$ cat config.mk
export PLATFORM = sky130hd
export DESIGN_NAME = mul_div_unit
export DESIGN_NICKNAME = d
export VERILOG_FILES = /design/src/rtl/mdu_defs.sv /design/src/rtl/mdu_negate.sv /design/src/rtl/mul_div_unit.sv
export SDC_FILE = /design/constraint.sdc
export NUM_CORES = 1
export LEC_CHECK = 0
export ABC_AREA = 1
export BUFFER_PORTS_ARGS = -buffer_cell sky130_fd_sc_hd__buf_2
export CORE_MARGIN = 2
export CORE_UTILIZATION = 40
export DETAILED_ROUTE_END_ITERATION = 12
export GPL_ROUTABILITY_DRIVEN = 0
export GPL_TIMING_DRIVEN = 0
export SYNTH_ARGS = -nofsm -noshare
export SYNTH_HDL_FRONTEND = slang
export SYNTH_HIERARCHICAL = 1
export SYNTH_SLANG_ARGS = --single-unit
$ cat constraint.sdc
create_clock -name clk -period 2.9 [get_ports clk]
set_clock_uncertainty 0.05 [all_clocks]
set_input_delay 0.145 -clock clk [delete_from_list [all_inputs] [get_ports clk]]
set_output_delay 0.145 -clock clk [all_outputs]
set_load 0.01 [all_outputs]
$ cat src/rtl/mdu_defs.sv
// Shared definitions for the iterative multiply/divide unit: mdop encodings,
// FSM state encoding and the default operand width.
package mdu_defs;

    localparam int unsigned WidthDefault = 32;

    localparam logic [2:0] MdopMult  = 3'b000;
    localparam logic [2:0] MdopMultu = 3'b001;
    localparam logic [2:0] MdopDiv   = 3'b010;
    localparam logic [2:0] MdopDivu  = 3'b011;
    localparam logic [2:0] MdopMthi  = 3'b100;
    localparam logic [2:0] MdopMtlo  = 3'b101;

    typedef enum logic [1:0] {
        StIdle,
        StCalc,
        StFix
    } mdu_state_e;

endpackage

$ cat src/rtl/mdu_negate.sv
// Conditional two's-complement: y = en ? -x : x.
module mdu_negate #(
    parameter int unsigned W = 64
) (
    input  logic         en,
    input  logic [W-1:0] x,
    output logic [W-1:0] y
);
    assign y = en ? (~x + W'(1)) : x;
endmodule

$ cat src/rtl/mul_div_unit.sv
// Iterative MIPS HI/LO multiply/divide unit: MULT/MULTU/DIV/DIVU in 34 edges,
// MTHI/MTLO in one; magnitude datapath with sign fix-up in a final state.
module mul_div_unit
    import mdu_defs::*;
#(
    parameter int unsigned WIDTH = WidthDefault,
    parameter int unsigned CNT_W = 5
) (
    input  logic             clk,
    input  logic             clrn,
    input  logic             start,
    input  logic [2:0]       mdop,
    input  logic [WIDTH-1:0] a,
    input  logic [WIDTH-1:0] b,
    output logic             busy,
    output logic             done,
    output logic             dz,
    output logic [WIDTH-1:0] hi,
    output logic [WIDTH-1:0] lo
);
    mdu_state_e         state_q;
    logic [CNT_W-1:0]   cnt_q;
    logic               is_div_q, neg_res_q, neg_rem_q, div_zero_q;
    logic [2*WIDTH-1:0] acc_q;
    logic [WIDTH-1:0]   rem_q, md_q, a_q;
    logic               busy_q, done_q, dz_q;
    logic [WIDTH-1:0]   hi_q, lo_q;

    logic               a_neg, b_neg;
    logic [WIDTH-1:0]   a_abs, b_abs;

    assign a_neg = ~mdop[0] & a[WIDTH-1];
    assign b_neg = ~mdop[0] & b[WIDTH-1];

    mdu_negate #(.W(WIDTH)) u_abs_a (.en(a_neg), .x(a), .y(a_abs));
    mdu_negate #(.W(WIDTH)) u_abs_b (.en(b_neg), .x(b), .y(b_abs));

    // One iteration of each algorithm. Multiply keeps the multiplier in the low
    // half of acc_q; divide keeps the dividend/quotient there.
    logic [WIDTH:0]     mul_sum, div_shift, div_diff;
    logic [2*WIDTH-1:0] mul_next;
    logic [WIDTH-1:0]   div_rem_next, div_quo_next;

    always_comb begin
        mul_sum      = {1'b0, acc_q[2*WIDTH-1:WIDTH]} + (acc_q[0] ? {1'b0, md_q} : '0);
        mul_next     = {mul_sum, acc_q[WIDTH-1:1]};
        div_shift    = {rem_q, acc_q[WIDTH-1]};
        div_diff     = div_shift - {1'b0, md_q};
        div_rem_next = div_diff[WIDTH] ? div_shift[WIDTH-1:0] : div_diff[WIDTH-1:0];
        div_quo_next = {acc_q[WIDTH-2:0], ~div_diff[WIDTH]};
    end

    logic [2*WIDTH-1:0] fix_in, fix_out;
    logic [WIDTH-1:0]   rem_fix;

    assign fix_in = is_div_q ? {{WIDTH{1'b0}}, acc_q[WIDTH-1:0]} : acc_q;

    mdu_negate #(.W(2*WIDTH)) u_fix_res (.en(neg_res_q), .x(fix_in), .y(fix_out));
    mdu_negate #(.W(WIDTH))   u_fix_rem (.en(neg_rem_q), .x(rem_q), .y(rem_fix));

    always_ff @(posedge clk or negedge clrn) begin
        if (!clrn) begin
            state_q    <= StIdle;
            cnt_q      <= '0;
            is_div_q   <= 1'b0;
            neg_res_q  <= 1'b0;
            neg_rem_q  <= 1'b0;
            div_zero_q <= 1'b0;
            acc_q      <= '0;
            rem_q      <= '0;
            md_q       <= '0;
            a_q        <= '0;
            busy_q     <= 1'b0;
            done_q     <= 1'b0;
            dz_q       <= 1'b0;
            hi_q       <= '0;
            lo_q       <= '0;
        end else begin
            done_q <= 1'b0;
            unique case (state_q)
                StIdle: begin
                    if (start) begin
                        if (mdop == MdopMthi) begin
                            hi_q <= a;
                        end else if (mdop == MdopMtlo) begin
                            lo_q <= a;
                        end else if (!mdop[2]) begin
                            is_div_q   <= mdop[1];
                            neg_res_q  <= a_neg ^ b_neg;
                            neg_rem_q  <= a_neg;
                            div_zero_q <= mdop[1] & (b == '0);
                            a_q        <= a;
                            md_q       <= mdop[1] ? b_abs : a_abs;
                            acc_q      <= {{WIDTH{1'b0}}, (mdop[1] ? a_abs : b_abs)};
                            rem_q      <= '0;
                            cnt_q      <= '0;
                            dz_q       <= 1'b0;
                            busy_q     <= 1'b1;
                            state_q    <= StCalc;
                        end
                    end
                end
                StCalc: begin
                    if (is_div_q) begin
                        acc_q <= {acc_q[2*WIDTH-1:WIDTH], div_quo_next};
                        rem_q <= div_rem_next;
                    end else begin
                        acc_q <= mul_next;
                    end
                    cnt_q <= cnt_q + 1'b1;
                    if (cnt_q == CNT_W'(WIDTH - 1)) begin
                        state_q <= StFix;
                    end
                end
                StFix: begin
                    if (is_div_q && div_zero_q) begin
                        hi_q <= a_q;
                        lo_q <= '1;
                        dz_q <= 1'b1;
                    end else if (is_div_q) begin
                        hi_q <= rem_fix;
                        lo_q <= fix_out[WIDTH-1:0];
                    end else begin
                        {hi_q, lo_q} <= fix_out;
                    end
                    done_q  <= 1'b1;
                    busy_q  <= 1'b0;
                    state_q <= StIdle;
                end
                default: state_q <= StIdle;
            endcase
        end
    end

    assign busy = busy_q;
    assign done = done_q;
    assign dz   = dz_q;
    assign hi   = hi_q;
    assign lo   = lo_q;

endmodule

After elaboration in Yosys (flattened, before gate mapping)
Cells that the tools add are included.
{"block": "totals", "reg_bits": 238, "latchBits": 0, "mem_bits_rw": 0, "romBits": 0, "input_bits": 70, "word_cells": 119, "memories": 0}
{"block": "classes", "addsub": 7, "n_mul": 0, "div": 0, "magnitude_cmp": 0, "eq_ne": 15, "n_shift": 0, "n_mux": 54, "bitwise": 13, "reduce_logical": 14}
{"op": "two-way mux 32 bit", "n": 20}
{"op": "two-way mux 64 bit", "n": 7}
{"op": "one-hot mux 32 bit (2 select lines)", "n": 3}
{"op": "one-hot mux 64 bit (2 select lines)", "n": 1}
{"op": "adder 32 x 1 -> 32 bit (second input constant)", "n": 3}
{"op": "inverter 32 bit", "n": 3}
{"op": "adder 64 x 1 -> 64 bit (second input constant)", "n": 1}
{"op": "inverter 64 bit", "n": 1}
{"op": "adder 32 x 32 -> 33 bit", "n": 1}
{"op": "subtractor 33 x 32 -> 33 bit", "n": 1}
{"op": "zero test 32 bit", "n": 1}
{"op": "two-way mux 5 bit", "n": 4}
{"op": "inequality test 2 bit (second input constant)", "n": 10}
{"op": "AND reduction 5 bit", "n": 4}
{"op": "AND reduction 6 bit", "n": 3}
{"op": "two-way mux 1 bit", "n": 10}
{"op": "two-way mux 2 bit", "n": 5}
{"op": "one-hot mux 5 bit (2 select lines)", "n": 1}
{"op": "== test 3 bit (second input constant)", "n": 2}
{"op": "adder 5 x 1 -> 5 bit (second input constant)", "n": 1}
{"op": "== test 5 bit (second input constant)", "n": 1}
{"op": "inverter 1 bit", "n": 5}
{"op": "one-hot mux 1 bit (2 select lines)", "n": 2}
{"op": "one-hot mux 2 bit (2 select lines)", "n": 1}
{"op": "9 further kinds", "n": 12}

Logic depth before layout (Yosys ltp)
Gate-level depths: netlist of run 1.
{"block": "depth", "depth_word": 9, "depth_mapped": 19, "depth_no_buf": 17}

Cells and area by module
Netlist of run 1, hierarchy kept.
{"module": "mul_div_unit", "n_inst": 1, "cells_each": 2493, "area_per_inst_um2": 16592.2, "seq_area_each_um2": 5955.7}
{"module": "mdu_negate at u_abs_a ...", "n_inst": 3, "cells_each": 227, "area_per_inst_um2": 1108.6, "seq_area_each_um2": 0.0}
{"module": "mdu_negate at u_fix_res", "n_inst": 1, "cells_each": 498, "area_per_inst_um2": 2466.1, "seq_area_each_um2": 0.0}

Worst setup path before layout of run 1
No wires, ideal clock.
{"block": "synth_timing", "path_type": "register -> register", "start": "register acc_q[0]", "end": "register acc_q[59]", "setup_ns": 0.118, "arrival_time_ns": 2.400, "setup_slack_ns": 0.332, "path_stages_with_launch": 20, "n_path_buf": 2, "period_less_slack_ns": 2.568, "cell_sequence": "dfrtp_1 > clkbuf_1 > clkbuf_1 > nand2_1 > inv_1 > ha_1 > inv_1 > fa_1 > inv_1 > nand3_1 > nand2_1 > nand2_1 > nand2_1 > nand2_1 > nand2_1 > nand3_1 > nand2_1 > nand2_1 > nand3_1 > nand2_1"}
{"block": "synth_via", "elab_chain_len": 4}
{"item": "from (decl)", "line": "mul_div_unit.sv:24", "text": "logic [2*WIDTH-1:0] acc_q;"}
{"item": "from (signal assigned)", "line": "mul_div_unit.sv:94", "text": "acc_q <= {{WIDTH{1'b0}}, (mdop[1] ? a_abs : b_abs)};"}
{"item": "from (signal assigned)", "line": "mul_div_unit.sv:105", "text": "acc_q <= {acc_q[2*WIDTH-1:WIDTH], div_quo_next};"}
{"item": "from (signal assigned)", "line": "mul_div_unit.sv:108", "text": "acc_q <= mul_next;"}
{"item": "two-way mux 32 bit", "line": "mul_div_unit.sv:45", "text": "mul_sum = {1'b0, acc_q[2*WIDTH-1:WIDTH]} + (acc_q[0] ? {1'b0, md_q} : '0);"}
{"item": "adder 32 x 32 -> 33 bit", "line": "mul_div_unit.sv:45"}
{"item": "two-way mux 64 bit", "line": "mul_div_unit.sv:104", "text": "if (is_div_q) begin"}
{"item": "one-hot mux 64 bit (2 select lines)", "line": "mul_div_unit.sv:80", "text": "unique case (state_q)"}
No other way between the ends. The select of a mux whose other input is x is not followed.
A chain may end at the register's enable or synchronous reset.

Final worst setup path of run 1
{"block": "layout_timing", "start": "register acc_q[0]", "end": "register hi_q[2] (netlist: hi[2])"}
{"block": "layout_via", "elab_chain_len": 7}
{"item": "two-way mux 64 bit", "line": "mul_div_unit.sv:56", "text": "assign fix_in = is_div_q ? {{WIDTH{1'b0}}, acc_q[WIDTH-1:0]} : acc_q;"}
{"item": "inverter 64 bit", "line": "mdu_negate.sv:9", "text": "assign y = en ? (~x + W'(1)) : x;"}
{"item": "adder 64 x 1 -> 64 bit", "line": "mdu_negate.sv:9"}
{"item": "two-way mux 64 bit", "line": "mdu_negate.sv:9"}
{"item": "via fix_out[34]", "line": "mul_div_unit.sv:53", "text": "logic [2*WIDTH-1:0] fix_in, fix_out;"}
{"item": "two-way mux 32 bit", "line": "mul_div_unit.sv:120", "text": "end else if (is_div_q) begin"}
{"item": "two-way mux 32 bit", "line": "mul_div_unit.sv:116", "text": "if (is_div_q && div_zero_q) begin"}
{"item": "one-hot mux 32 bit (2 select lines)", "line": "mul_div_unit.sv:80"}
{"item": "to (signal assigned)", "line": "mul_div_unit.sv:117", "text": "hi_q <= a_q;"}
{"item": "to (signal assigned)", "line": "mul_div_unit.sv:121", "text": "hi_q <= rem_fix;"}
{"item": "to (signal assigned)", "line": "mul_div_unit.sv:124", "text": "{hi_q, lo_q} <= fix_out;"}
{"item": "to (decl)", "line": "mul_div_unit.sv:27", "text": "logic [WIDTH-1:0] hi_q, lo_q;"}
The timed path passes the listed nets, and every way through them passes these cells.

==> metrics.txt, run 1 <==
row cnt=86; worst-path cell chain=buf_4 -> buf_4 -> inv_1 -> ha_1 -> nand3_4 -> o21ai_4 -> nand2_1 -> nor2_4 -> nand2_1 -> xor2_1 -> nand2_1 -> nand3_1 -> nand2_1 -> o211ai_1; Final Hold Fails=0; overall routing resource usage=0.3159; most frequent cells in the layout=1222 x nand2_1, 466 x inv_1, 433 x nor2_1; YS warnings=6; DP Wirelength=75800 um; maximum fanout along the worst path=7; Yosys top cell area share=0.2661; CTS tree=done; starting density of the core=0.4055; die area=57870 sq um; Adder-Cell Fraction of Synth Area=0.04092; Pwr Density=1234 nW/um^2; xor/xnor share of the synthesized area=0.03555; commonest non-fill, non-tap cell in the layout=nand2_1; Core ar.=55200 sq um; CP required=3.30 ns; Peak VDD IR=0.7322 mV; CTS max path bufs=3; Syn Area/Cell=6.096 sq um; Synth Instances=3672; DRT Pass-1 Iters=6; #FFs+latches synth=~240; arrival time worst endpoint=around 3.2 ns; Slowest cell on crit path=dfrtp_4; final WL=92560 um; Post-synth EDFFs=0; CTS buffer count=29; slowest cell delay on critical path=0.48 ns; Synth area leader=dfrtp_1; Synth Net Count=3814; fmax=roughly 360 MHz; top_reg_cell synth=dfrtp_1; final count of pins violating max slew=0; status=finished clean; fin util=0.4644; vias per inst=5.365; clock root cell=clkbuf_16; initial antenna violation count=0; r2r setup slk=around 0.09 ns; Synth Area in Simple Gates=0.4042; LEAKAGE=between 10 and 15 nW; ratio of cells with drive above 1 in the final layout=0.1088; Inserted Diodes=0; Synth cell types=56; clock slew at reported path FFs=0.06 ns; Least-Margin Pin Slew=1.048 ns; Setup violations, final=0; Synth Cell Area=22380 sq um; mux cell area share after synthesis=0; CP most frequent cell=nand2_1; TNS Setup=0 ns; Port Buffers=around 140; type of origin of the critical path=flip-flop; Worst-Skew Late Latency=~0.6 ns; Max-slew headroom=0.3015; Routed WL per cell=19.85 um; total grt overflow=0; Hold WS=between 0.07 and 0.08 ns; fraction of registers with async set/reset=1.000; Crit. End Element=flip-flop; Crit Path Class=reg -> reg; Routed Antenna Nets=0; DRC violations left=0; vias=25020; largest family of logic cells by synthesized area=simple AND/OR/NAND/NOR gates; design area=25630 sq um; RSZ-0062 raised after global routing=false; H-Tree Level Count=1; Power Total=31.64 mW; sequential share of the synthesized area=0.2661; vias in the first global route=~23000; 1st-iter DRT viols=2835; Chip Height=approximately 240 um; Top-Level Pins=137; largest cells by area after synthesis=dfrtp_1 27%, nand2_1 21%, inv_1 7.8%, nor2_1 7.3%, nand3_1 5.2%; HP Class=in -> reg; Max Cap Viol=0; placed cell area=24070 sq um; fin crit share=0.9681; first-pass GRT wire length=138200 um; Final nets=between 4000 and 5000; Die W=240.6 um; Sinks on Clock Net=238; Period minus WS final=2.808 ns; Compound-Gate Fraction of Synth Area=0.1452; Layout area overhead=14.52%; largest net degree at the start of global routing=93
metal layers:
| metal | wire length, um | GRT usage |
|---|---|---|
| met3 | 8254 | 0.05227 |
| met1 | 40440 | 0.4459 |
| met2 | 39160 | 0.4768 |
| met4 | 4713 | 0.1331 |
| met5 | 0 | 0 |
path summary, 6_finish.rpt:
kind                                       from                     to  depth (start not counted)
min                                     mdop[2]      lo[1]$_DFFE_PN0P_                          5
max reg2reg                acc_q[0]$_DFFE_PN0P_      hi[2]$_DFFE_PN0P_                         14
min reg2reg                    busy$_DFFE_PN0P_       busy$_DFFE_PN0P_                          2
max in group asynchronous                  clrn     hi[19]$_DFFE_PN0P_                          4
max                        acc_q[0]$_DFFE_PN0P_      hi[2]$_DFFE_PN0P_                         14
min in group asynchronous                  clrn  rem_q[30]$_DFFE_PN0P_                          2
through the flow:
step / worst slack (ns) / std cells
after floorplan: 0.3320 / 3672
after detailed placement: -0.6034 / 4558
after global routing: 0.003912 / 4664
after global placement: -2.897 / 4556
final: 0.09241 / 4664
after CTS: 0.02325 / 4654
power by group:
part	internal, mW	switching, mW
Sequential	4.82	1.95
Combinational	6.93	14.3
Clock	2.06	1.63
Total	13.8	17.8
cell usage after synthesis (all sizes together), types with 12 or more instances:
cell	instances
nor3	12
nand4	39
nor2	504
nand3b	18
o211ai	51
clkbuf	70
a31oi	65
inv	482
dfrtp	238
buf	56
nand3	241
o21ai	245
xor2	40
xnor2	50
a21oi	165
ha	70
nand2	1259
area by class of cell:
cell class	instances	area, sq um
fillers	5986	29570
flip-flops and latches	238	5961
repair buffers	193	1284
clock inverters	15	148.9
multi-input cells	2825	14080
plain buffers	124	594.3
clock buffers	38	799.5
well taps	748	935.9
inverters	483	1828
repair_timing:
action | in CTS | in global routing
hold endpoints to repair | 168 | 0
buffers inserted | 0 | 10
hold buffers | 45 | 0
pin swaps | 0 | 2
endpoints found under the setup margin | 31 | 65
gates resized for setup | 4 | 32
kinds of logic after synthesis:
kind of cell | after synthesis
AND/OR/NAND/NOR | 2100
buffers and inverters | 609
AO/OA/AOI/OAI | 563
flip-flops | 238
XOR/XNOR | 90
adder cells (fa/ha/maj) | 72
worst max-delay path: cells and delay by family, from the launching register on:
family          cells  cell delay [ns]
compound gates      2             0.33
flops               1             0.48
buf+inv             3             0.46
fa+ha+maj           1             0.22
simple gates        7             0.94
xor+xnor            1             0.17
flip-flops by register name, summed over array words and instances, names as in the netlist:
signal / flops
a_q: 32
acc_q: 64
busy: 1
cnt_q: 5
div_zero_q: 1
done: 1
dz: 1
hi: 32
is_div_q: 1
lo: 32
md_q: 32
neg_rem_q: 1
neg_res_q: 1
rem_q: 32
state_q: 2
(Power assumes the default switching activity.)
==> run 2, diff against run 1 <==
Settings changed: CTS_CLUSTER_DIAMETER from default to 80, REMOVE_ABC_BUFFERS from default to 1.
==> metrics.txt, run 2 (synthesis results as in run 1) <==
CP most frequent cell=nand2_4; most frequent cells in the layout=1221 x nand2_1, 462 x inv_1, 426 x nor2_1; fmax=355.5 MHz (-0.19%); Chip Height=240.6 um (unchanged); ratio of cells with drive above 1 in the final layout=0.1079 (-0.0008388); Routed WL per cell=19.49 um (-1.8%); Die W=240.6 um (unchanged); Slowest cell on crit path=dfrtp_2; Worst-Skew Late Latency=0.62 ns (+0.02 ns); CP required=3.38 ns (+0.08 ns); Max Cap Viol=0 (unchanged); HP Class=in -> async; vias=24600 (-1.7%); Crit. End Element=flip-flop; total grt overflow=0 (unchanged); Port Buffers=136 (unchanged); 1st-iter DRT viols=3038 (+7.2%); Crit Path Class=reg -> reg; Routed Antenna Nets=0 (unchanged); Least-Margin Pin Slew=1.259 ns (+0.2108 ns); Power Total=31.95 mW (+0.97%); Final Hold Fails=0 (unchanged); CTS max path bufs=3 (unchanged); arrival time worst endpoint=3.29 ns (+0.08 ns); Pwr Density=1243 nW/um^2 (+0.72%); design area=25700 sq um (+0.25%); placed cell area=23750 sq um (-1.3%); slowest cell delay on critical path=0.48 ns (about the same); Layout area overhead=14.80%; Final WS setup=0.08712 ns (-0.005290 ns); H-Tree Level Count=1 (unchanged); r2r setup slk=0.09 ns (about the same); max FFs per register=64 (unchanged); status=finished clean; starting density of the core=0.4055 (unchanged); type of origin of the critical path=flip-flop; Place WS=-1.071 ns (-0.4678 ns); DP Wirelength=68030 um (-10%); Sinks on Clock Net=238 (unchanged); DRC violations left=0 (unchanged); LEAKAGE=13.06 nW (-0.60%); fin util=0.4655 (+0.001156); final count of pins violating max slew=0 (unchanged); Peak VDD IR=0.5217 mV (-29%); vias per inst=5.378 (+0.23%); vias in the first global route=22160 (-4.5%); overall routing resource usage=0.3012 (-0.01469); Inserted Diodes=0 (unchanged); Biggest register=acc_q; CTS buffer count=30 (+3.4%); Period minus WS final=2.813 ns (+0.005290 ns); maximum fanout along the worst path=11 (+4); clock root cell=clkbuf_16; Final nets=3948 (-2.2%); row cnt=86 (unchanged); Max-slew headroom=0.1609 (-0.1406); Core ar.=55200 sq um (unchanged); fin crit share=0.9700 (+0.001824); die area=57870 sq um (unchanged); commonest non-fill, non-tap cell in the layout=nand2_1; Top-Level Pins=137 (unchanged); final WL=89160 um (-3.7%); largest net degree at the start of global routing=99 (+6.5%); worst-path cell chain=inv_2 -> ha_1 -> inv_1 -> fa_1 -> nand2_1 -> nand2_1 -> nand3_2 -> nand2_4 -> nand2_4 -> nand2_4 -> nand2_4 -> nand2_4 -> nand2_8 -> nand2_8 -> nand2_1 -> nand3_1 -> nand2_1; Setup violations, final=0 (unchanged); number of fill cells=5894 (-1.5%); initial antenna violation count=2 (+2); DRT Pass-1 Iters=7 (+1); first-pass GRT wire length=132600 um (-4.1%); CTS tree=done; clock slew at reported path FFs=0.06 ns (about the same)
## run 2: cell count changes in the layout (fill, tap and decap cells not counted), moves of 5 or more
cell	change
buf_8	+6
nor2_4	+7
clkinv_4	-5
buf_12	+6
a21oi_1	+6
buf_1	-7
clkbuf_1	-61
clkbuf_2	-5
nor2_2	+5
buf_2	-32
nor2_1	-7
a21oi_2	-6
## run 2: path summary, 6_finish.rpt
| path | start | endpoint | depth (start not counted) |
|---|---|---|---|
| worst min register to register | hi[31]$_DFFE_PN0P_ | hi[31]$_DFFE_PN0P_ | 2 |
| worst min-delay path | clrn | rem_q[28]$_DFFE_PN0P_ | 2 |
| worst max register to register | acc_q[31]$_DFFE_PN0P_ | rem_q[24]$_DFFE_PN0P_ | 17 |
| worst max-delay path | acc_q[31]$_DFFE_PN0P_ | rem_q[24]$_DFFE_PN0P_ | 17 |
| min in group clk | b[6] | acc_q[6]$_DFFE_PN0P_ | 6 |
| max in group asynchronous | clrn | hi[12]$_DFFE_PN0P_ | 3 |
## run 2: stage by stage
stage | instances | TNS, ns | hold slack (ns)
after global routing | 4574 | -0.01360 | 0.02010
after CTS | 4554 | 0 | 0.003946
after floorplan | 3546 | -127.55 | -0.2006
after detailed placement | 4444 | -87.28 | 0.07713
after global placement | 4430 | -1308.53 | 0.4121
final | 4574 | 0 | 0.01432
## run 2: repair_timing
item,4_1_cts,5_1_grt
pin swaps,6,5
setup buffers,7,18
gates resized for setup,26,17
setup endpoints to repair,189,84
endpoints found under the hold margin,244,0
cloned,8,2
hold buffers,43,0
## run 2: worst max-delay path: cells and delay by family (launching register included)
family	cells	cell delay (ns)
buf+inv	2	0.23
fa+ha+maj	2	0.56
flops	1	0.48
simple gates	13	1.36
## run 2: cell type report
cell class / instances / area (sq um) / area share
repair inverters: 2 / 12.51 / 0.0004869
clock buffers: 42 / 865.8 / 0.03369
clock inverters: 10 / 161.4 / 0.006281
well taps: 748 / 935.9 / 0.03642
inverters: 483 / 1852 / 0.07206
flip-flops and latches: 238 / 5968 / 0.2323
repair buffers: 218 / 1647 / 0.06408
multi-input cells: 2833 / 14250 / 0.5547
## run 2: where the power goes
part / total [mW] / switching [mW] / internal (mW)
Clock: 3.94 / 1.60 / 2.34
Sequential: 6.81 / 1.98 / 4.83
Combinational: 21.2 / 14.2 / 6.98
Total: 31.9 / 17.8 / 14.1
## run 2: per-layer routing
metal | track usage | routed length (um) | vias to the layer above
li1 | - | - | 11960
met1 | 0.4160 | 38450 | 11340
met2 | 0.4603 | 38210 | 1115
met3 | 0.06256 | 8779 | 184
met4 | 0.1176 | 3723 | 0
met5 | 0 | 0 | -
==> run 3, diff against run 2 <==
Settings changed: ABC_AREA 1 to default, CORE_MARGIN 2 to default.
==> metrics.txt, run 3 <==
status=complete, but fails checks; failing checks=negative setup slack; fin crit share=1.117 (+0.1470); Comb power frac=0.642 (-0.022); Period minus WS final=3.239 ns (+0.4262 ns); Final WS setup=-0.3391 ns (-0.4262 ns); #FFs+latches synth=238 (unchanged); Biggest register=acc_q; largest net degree at the start of global routing=90 (-9.1%); starting density of the core=0.4091 (+0.003637); Post-synth EDFFs=0 (unchanged); area of the multi-input gates=13800 sq um (-3.2%); final count of pins violating max slew=0 (unchanged); maximum fanout along the worst path=11 (unchanged); Routed WL per cell=21.97 um (+13%); Sinks on Clock Net=238 (unchanged); count leader, synth=nand2_1; HP Class=in -> reg; Sequential Power Share=0.234 (+0.021); YS warnings=6 (unchanged); Pint=16.32 mW (+15%); Max-slew headroom=0.05911 (-0.1018); Final Hold Fails=0 (unchanged); CP required=3.31 ns (-0.07 ns); Routed Antenna Nets=0 (unchanged); ratio of cells with drive above 1 in the final layout=0.2351 (+0.1272); Least-Margin Pin Slew=1.392 ns (+0.1331 ns); overall routing resource usage=0.2659 (-0.03534); type of origin of the critical path=flip-flop; Port Buffers=136 (unchanged); worst reg2reg path depth=14 (-3); Chip Height=221.1 um (-8.1%); sequential share of the synthesized area=0.3100 (+0.04397); fmax=308.7 MHz (-13%); Yosys top cell area share=0.3100 (+0.04397); initial antenna violation count=1 (-1); Worst-Skew Late Latency=0.57 ns (-0.05 ns); Final nets=2588 (-34%); vias per inst=5.940 (+10%); CTS tree=done; NetSw=14.47 mW (-19%); fraction of registers with async set/reset=1.000 (unchanged); Core ar.=46950 sq um (-15%); Setup violations, final=54 (+54); Crit Path Class=reg -> reg; die area=48910 sq um (-15%); total grt overflow=0 (unchanged); number of fill cells=4196 (-29%); RSZ-0062 raised after global routing=true; Synth Instances=2243 (-39%); Pwr Density=1269 nW/um^2 (+2.1%); largest cells by area after synthesis=dfrtp_1 31%, xnor2_1 8.3%, mux2i_1 8.0%, nand2_1 7.7%, o21ai_0 7.1%; Layout area overhead=26.31%; vias in the first global route=17410 (-21%); CP startpoint=acc_q[31]$_DFFE_PN0P_; Synth cell types=85 (+52%); FF-to-FF Start=acc_q[31]$_DFFE_PN0P_; clock slew at reported path FFs=0.07 ns (about the same); Peak VDD IR=0.7960 mV (+53%); TNS Setup=-10.26 ns (-10.26 ns); clock root cell=clkbuf_16; DP Wirelength=45380 um (-33%); vias=18260 (-26%); Net Sw Frac=0.4699 (-0.08738); Crit. End Element=flip-flop; H-Tree Level Count=1 (unchanged); final WL=67540 um (-24%); first-pass GRT wire length=103100 um (-22%); most frequent cells in the layout=384 x nand2_1, 230 x o21ai_0, 229 x dfrtp_1; Inserted Diodes=0 (unchanged); CP endpoint=rem_q[18]$_DFFE_PN0P_; top cells by count, synth=396 x nand2_1, 273 x o21ai_0, 238 x dfrtp_1; max FFs per register=64 (unchanged); Synth Cell Area=19210 sq um (-14%); r2r setup slk=-0.34 ns (-0.43 ns); hold path startpoint=b[10]; arrival time worst endpoint=3.65 ns (+0.36 ns); top_reg_cell synth=dfrtp_1; Crit Reg-Reg Endpoint=rem_q[18]$_DFFE_PN0P_; Sequential cell area=5972 sq um (about the same); CTS buffer count=28 (-6.7%); Max Cap Viol=0 (unchanged); row cnt=79 (-8.1%); 1st-iter DRT viols=1611 (-47%); DRT Pass-1 Iters=5 (-2); DRC violations left=0 (unchanged); commonest non-fill, non-tap cell in the layout=nand2_1; LEAKAGE=9.859 nW (-24%); fin util=0.5168 (+0.05125); Die W=221.1 um (-8.1%); Clk network pwr share=0.124 (about the same); Top-Level Pins=137 (unchanged); CTS max path bufs=3 (unchanged); Synth area leader=dfrtp_1; Syn Area/Cell=8.564 sq um (+40%)
run 3: layout make-up:
class	instances	area share
timing repair buffer	300	0.1058
clock buffer	42	0.03357
inverter	54	0.008457
clock inverter	9	0.006085
sequential	238	0.2461
multi-input combinational	1824	0.5687
tap	607	0.03130
run 3: per-stage QoR:
step / cell area, sq um / hold WS [ns] / setup slack [ns] / instances / total power, mW
after global placement: 20120 / 0.3647 / -7.112 / 2857 / 22.15
after CTS: 23660 / 0.02462 / -0.3669 / 3047 / 29.60
after floorplan: 18680 / -0.2006 / -2.723 / 2114 / 17.99
after global routing: 24260 / 0.02839 / -0.4780 / 3074 / 32.86
final: 24260 / 0.02845 / -0.3391 / 3074 / 30.79
after detailed placement: 20590 / 0.08046 / -1.316 / 2878 / 22.49
run 3: worst min path at each step:
stage / end / depth (start not counted)
finish: div_zero_q$_DFFE_PN0P_ / 4
global route: div_zero_q$_DFFE_PN0P_ / 4
CTS: md_q[26]$_DFFE_PN0P_ / 4
detailed placement: lo[4]$_DFFE_PN0P_ / 1
global placement: neg_res_q$_DFFE_PN0P_ / 2
floorplan: a_q[0]$_DFFE_PN0P_ / 0
run 3: cells by family after synthesis:
kind of cell / share of synthesized area
AO/OA/AOI/OAI: 0.2129
AND/OR/NAND/NOR: 0.1972
adder cells (fa/ha/maj): 0.04768
flip-flops: 0.3100
XOR/XNOR: 0.09386
buffers and inverters: 0.03810
multiplexers: 0.1002
run 3: power by group through the flow:
| stage | sequential [mW] | combinational, mW | clock, mW |
|---|---|---|---|
| floorplan | 6.72 | 11.3 | 0 |
| global placement | 7.38 | 14.8 | 0 |
| detailed placement | 7.26 | 15.2 | 0 |
| CTS | 7.11 | 18.6 | 3.87 |
| global route | 7.37 | 21.5 | 4.00 |
| finish | 7.19 | 19.8 | 3.82 |
run 3: metal layers:
layer  GRT usage  wire length, um  share of wire
met3     0.04408             4942          0.073
met4      0.1051             2819          0.042
met1      0.3697            29660           0.44
met2      0.4102            30110           0.45
met5           0               11        0.00016
run 3: worst max-delay path: stages, from the launching register on:
cell and delay [ns]:
dfrtp_2 0.43, inv_4 0.09, ha_4 0.14, inv_2 0.03, fa_2 0.35, a211oi_2 0.22, o21a_2 0.22, a211oi_4 0.08
o211ai_2 0.30, o211ai_4 0.14, a31oi_4 0.26, xnor2_4 0.20, buf_12 0.20, nor2_1 0.08, a221o_1 0.32
run 3: what timing repair did:
| action | in CTS | in global routing |
|---|---|---|
| endpoints found under the hold margin | 198 | 0 |
| pin swaps | 64 | 84 |
| hold buffers | 47 | 0 |
| setup buffers | 66 | 30 |
| resized for setup | 184 | 111 |
| setup endpoints to repair | 129 | 98 |
| gates cloned | 6 | 2 |
